[src/rtl/chan_event_counter.sv]
// Multi-channel change-event counter with a registered read port,
// read-and-clear, wrap/saturate counting and sticky overflow flags.

// One channel: change detector, counter and sticky overflow flag.
module chan_event_lane #(
    parameter int WIDTH    = 8,
    parameter int SATURATE = 0
) (
    input  logic             clk,
    input  logic             rst,
    input  logic             ev_i,
    input  logic             clr_i,
    output logic [WIDTH-1:0] cnt_o,
    output logic             ovf_o,
    output logic             chg_o
);
    logic             prev_q;
    logic [WIDTH-1:0] cnt_q, cnt_d;
    logic             ovf_q, ovf_d;

    assign chg_o = ev_i ^ prev_q;
    assign cnt_o = cnt_q;
    assign ovf_o = ovf_q;

    // Previous level tracks the input on every edge, reset included, so the
    // first edge after release never sees a stale level.
    always_ff @(posedge clk) begin
        prev_q <= ev_i;
    end

    // Next count: a clear restarts from the coincident event so it is not lost.
    always_comb begin
        cnt_d = cnt_q;
        ovf_d = ovf_q;
        if (clr_i) begin
            cnt_d = chg_o ? WIDTH'(1) : '0;
            ovf_d = 1'b0;
        end else if (chg_o) begin
            if (&cnt_q) begin
                ovf_d = 1'b1;
                cnt_d = (SATURATE != 0) ? cnt_q : '0;
            end else begin
                cnt_d = cnt_q + WIDTH'(1);
            end
        end
    end

    // Count and overflow state.
    always_ff @(posedge clk) begin
        if (rst) begin
            cnt_q <= '0;
            ovf_q <= 1'b0;
        end else begin
            cnt_q <= cnt_d;
            ovf_q <= ovf_d;
        end
    end
endmodule

module chan_event_counter #(
    parameter int   NCHAN    = 4,
    parameter int   WIDTH    = 8,
    parameter int   SATURATE = 0,
    localparam int  CHW      = (NCHAN > 1) ? $clog2(NCHAN) : 1
) (
    input  logic             clk,
    input  logic             rst,
    input  logic [NCHAN-1:0] ev_in,
    input  logic             rd_req,
    input  logic [CHW-1:0]   rd_chan,
    input  logic             rd_clear,
    output logic             rd_valid,
    output logic [WIDTH-1:0] rd_data,
    output logic             rd_ovf,
    output logic             rd_err,
    output logic             any_event,
    output logic [NCHAN-1:0] ovf_flags
);
    logic [NCHAN-1:0][WIDTH-1:0] cnt;
    logic [NCHAN-1:0]            ovf;
    logic [NCHAN-1:0]            chg;
    logic [NCHAN-1:0]            clr;

    logic [WIDTH-1:0] sel_cnt;
    logic             sel_ovf;
    logic             sel_ok;

    logic             rd_valid_q, rd_valid_d;
    logic [WIDTH-1:0] rd_data_q, rd_data_d;
    logic             rd_ovf_q, rd_ovf_d;
    logic             rd_err_q, rd_err_d;
    logic             any_event_q, any_event_d;

    genvar i;
    generate
        for (i = 0; i < NCHAN; i++) begin : g_lane
            assign clr[i] = rd_req & rd_clear & (rd_chan == CHW'(i));
            chan_event_lane #(
                .WIDTH    (WIDTH),
                .SATURATE (SATURATE)
            ) u_lane (
                .clk   (clk),
                .rst   (rst),
                .ev_i  (ev_in[i]),
                .clr_i (clr[i]),
                .cnt_o (cnt[i]),
                .ovf_o (ovf[i]),
                .chg_o (chg[i])
            );
        end
    endgenerate

    // Read mux; an out-of-range channel matches no lane and yields zeros.
    always_comb begin
        sel_cnt = '0;
        sel_ovf = 1'b0;
        sel_ok  = 1'b0;
        for (int c = 0; c < NCHAN; c++) begin
            if (rd_chan == CHW'(c)) begin
                sel_cnt = cnt[c];
                sel_ovf = ovf[c];
                sel_ok  = 1'b1;
            end
        end
    end

    // Snapshot is taken from pre-edge state, so the coincident increment is excluded.
    always_comb begin
        rd_valid_d  = rd_req;
        rd_data_d   = rd_req ? sel_cnt : rd_data_q;
        rd_ovf_d    = rd_req ? sel_ovf : rd_ovf_q;
        rd_err_d    = rd_req ? ~sel_ok : rd_err_q;
        any_event_d = |chg;
    end

    // Registered read port and event summary; reset overrides a same-edge read.
    always_ff @(posedge clk) begin
        if (rst) begin
            rd_valid_q  <= 1'b0;
            rd_data_q   <= '0;
            rd_ovf_q    <= 1'b0;
            rd_err_q    <= 1'b0;
            any_event_q <= 1'b0;
        end else begin
            rd_valid_q  <= rd_valid_d;
            rd_data_q   <= rd_data_d;
            rd_ovf_q    <= rd_ovf_d;
            rd_err_q    <= rd_err_d;
            any_event_q <= any_event_d;
        end
    end

    assign rd_valid  = rd_valid_q;
    assign rd_data   = rd_data_q;
    assign rd_ovf    = rd_ovf_q;
    assign rd_err    = rd_err_q;
    assign any_event = any_event_q;
    assign ovf_flags = ovf;
endmodule

[config.mk]
export PLATFORM = sky130hd
export DESIGN_NAME = chan_event_counter
export DESIGN_NICKNAME = d
export VERILOG_FILES = /design/src/rtl/chan_event_counter.sv
export SDC_FILE = /design/constraint.sdc
export NUM_CORES = 1
export LEC_CHECK = 0
export ABC_AREA = 1
export CAP_MARGIN = 20
export CELL_PAD_IN_SITES_DETAIL_PLACEMENT = 1
export CELL_PAD_IN_SITES_GLOBAL_PLACEMENT = 1
export CORE_UTILIZATION = 37
export DETAILED_ROUTE_END_ITERATION = 6
export PLACE_DENSITY_LB_ADDON = 0.1
export SLEW_MARGIN = 20
export SYNTH_ARGS = -nofsm -noshare
export SYNTH_HDL_FRONTEND = slang
export SYNTH_SLANG_ARGS = --single-unit
[constraint.sdc]
create_clock -name clk -period 1.4 [get_ports clk]
set_clock_uncertainty 0.1 [all_clocks]
set_input_delay 0.21 -clock clk [delete_from_list [all_inputs] [get_ports clk]]
set_output_delay 0.21 -clock clk [all_outputs]
set_load 0.05 [all_outputs]
==> metrics.csv <==
metric,value,unit
drc violations,0,
Post-synth EDFFs,0,
drt wl/cell,14.93,µm
Final HPWL DP,6.649,mm
Overall Power,3.142,mW
Worst-Margin Slew,399.4,ps
top_reg_cell synth,dfxtp_1,
async set-reset flop share out of synthesis,0,%
f_max,0.7507,GHz
largest cells by area after synthesis,"dfxtp_1 38%, nand2_1 15%, nor2_1 8.2%",
Comb power frac,20.9,%
Max VDD drop,0.3858,mV
drt first pass iters,5,
sequential fraction of design power,50.1,%
DIE HEIGHT,87.59,µm
Int Power,2.219,mW
global-route wire length before repair,13.93,mm
clock share of power,29.0,%
chip width,87.59,µm
pin count of the biggest net entering global routing,19,
Post-Synthesis Cells,405,
crit path time final,1332,ps
clock insertion delay at the later pin of the skew report,310,ps
"FF+latch count, synth",52,
crit share post-route,95.15,%
total grt overflow,0,
critical path type,register to register,
WP data required,1520,ps
CP Max Fanout,3,
final hold vios,0,
Antenna Cells,0,
sequential area share after synthesis,38.41,%
core area,6944,µm²
Initial Utilization,39.03,%
placed insts,568,
"non-filler cells, final",580,
initial antenna violation count,0,
Placer Congestion,0.8434,
Max Cap Viol,0,
Final Max Tran Viols,0,
most area-hungry cell type in the Yosys netlist,dfxtp_1,
vias per cell,5.003,
post-synth top area share,38.41,%
RSZ-0062 raised after global routing,true,
post-synth cell types,32,
CTS tree,yes,
Max Buffers Root-to-Sink,2,
clock root cell,clkbuf_8,
Post-Synthesis Net Count,419,
sw frac,29.38,%
Ys Warns,0,
clock-pin slew on the worst setup and hold paths,100,ps
TritonCTS Sinks,52,
die area,7671,µm²
Hold Path Class,input pin to register,
number of H-tree levels,2,
Area Overhead vs Synth,44.92,%
detailed-route via count,2902,
Cell Rows,30,
status,finished clean,
Post-Route WL,8.662,mm
Port-buffer cells,25,
CP Capture Type,register,
Lkg Pwr,1.723,nW
Final setup viols,0,
initial DRC count,67,
gr usage total,23.46,%
ANT nets after route,0,
Worst Path Arrival,1450,ps
layout cell share with drive strength beyond 1,31.82,%
Synth Cell Area,2710,µm²
max_slew headroom,73.34,%
CP startpoint kind,register,
Mapped Avg Cell Area,6.692,µm²
TritonCTS buffer count,5,
PwrDens,800.1,nW/µm²
vias in the first global route,2950,
Psw,0.9233,mW
Nets,497,
io pins,26,
## cells in the mapped netlist, types with 3 or more instances
master,number
inv_2,5
nor3_1,9
inv_1,44
nand3_1,19
nor2_4,3
a21oi_1,24
nor2_2,3
buf_4,4
xor2_1,3
a211oi_1,5
dfxtp_1,52
o21ai_0,27
clkbuf_1,3
nand4_1,8
ha_1,4
nand2_1,108
nand2_4,7
nor2_1,59
nand2_2,3
## metrics by stage
step / hold slack, ps / util (%) / setup slack, ps / area [µm²] / TNS (ps)
after floorplan: 137.7 / - / 55.52 / 2710 / 0
after global placement: 362.4 / 51.64 / -379.4 / 3586 / -10910
after detailed placement: 375.1 / 51.64 / -366.5 / 3586 / -12200
after CTS: 324.2 / 53.46 / 0.3229 / 3712 / 0
after global routing: 303.8 / 56.56 / -12.02 / 3928 / -29.65
final: 288.0 / 56.56 / 67.89 / 3928 / 0
## power groups by stage
| stage | combinational [mW] | clock, mW | sequential [mW] |
|---|---|---|---|
| global route | 0.710 | 0.986 | 1.58 |
| detailed placement | 0.600 | 0 | 1.60 |
| floorplan | 0.240 | 0 | 1.65 |
| finish | 0.656 | 0.911 | 1.58 |
| CTS | 0.612 | 0.932 | 1.56 |
| global placement | 0.585 | 0 | 1.59 |
## cells in the final DEF, fill, tap and decap left out, drive strengths merged, types with 4 or more instances in the layout
cell and count:
clkdlybuf4s50 5, nor2 65, nand3 20, inv 49, nor3 9, o21ai 28
buf 70, dfxtp 52, clkbuf 6, a21oi 25, ha 4, nand2 118
a211oi 5, nand4 8
## flip-flops by register name, indices dropped and copies added, names as in the netlist
name	flops
rd_valid	1
rd_err	1
rd_ovf	1
g_lane.u_lane.cnt_o	32
rd_data	8
g_lane.u_lane.prev_q	4
g_lane.u_lane.ovf_o	4
any_event	1
## final cells by class
type	count	area, µm²
fill	868	3017
multi-input combinational	295	1624
sequential	52	1054
timing repair buffer	80	848.3
inverter	49	188.9
tap	96	120.1
clock buffer	6	82.58
clock inverter	2	10.01
## cell families after synthesis
family	count (synthesis)	synth area share, %
simple gates	221	36.29
fa+ha+maj	4	1.847
flops	52	38.41
compound gates	65	13.20
buf+inv	58	8.633
xor+xnor	5	1.616
## timing repair
item	in CTS	in global routing
hold buffers	0	1
resized for setup	10	64
setup endpoints to repair	11	38
hold endpoints to repair	0	1
pin swaps	3	13
setup buffers	1	2
## final timing paths
path                              from                         to  slack [ps]  cells after the start
max          g_lane[1].u_lane.cnt_o[0]  g_lane[1].u_lane.cnt_o[7]          70                      8
min                             rd_req                     rd_ovf         290                      3
max reg2reg  g_lane[1].u_lane.cnt_o[0]  g_lane[1].u_lane.cnt_o[7]          70                      8
min reg2reg                     rd_err                     rd_err         390                      2
## critical path, stage by stage (launching register included)
cell and delay [ps]:
dfxtp_2 340, ha_2 180, nand2_2 80, nor2_4 110, nand2_2 90, o21ai_4 200
nor2_2 60, nand2_1 60, inv_1 30
## per-layer routing
| layer | track usage (%) | vias to the layer above | share of wire (%) |
|---|---|---|---|
| li1 | - | 1449 | - |
| met1 | 30.34 | 1418 | 48 |
| met2 | 41.19 | 28 | 50 |
| met3 | 3.393 | 7 | 1.8 |
| met4 | 5.663 | 0 | 0.89 |
| met5 | 0 | - | 0 |
No activity file was read; power rests on OpenSTA's default activity.
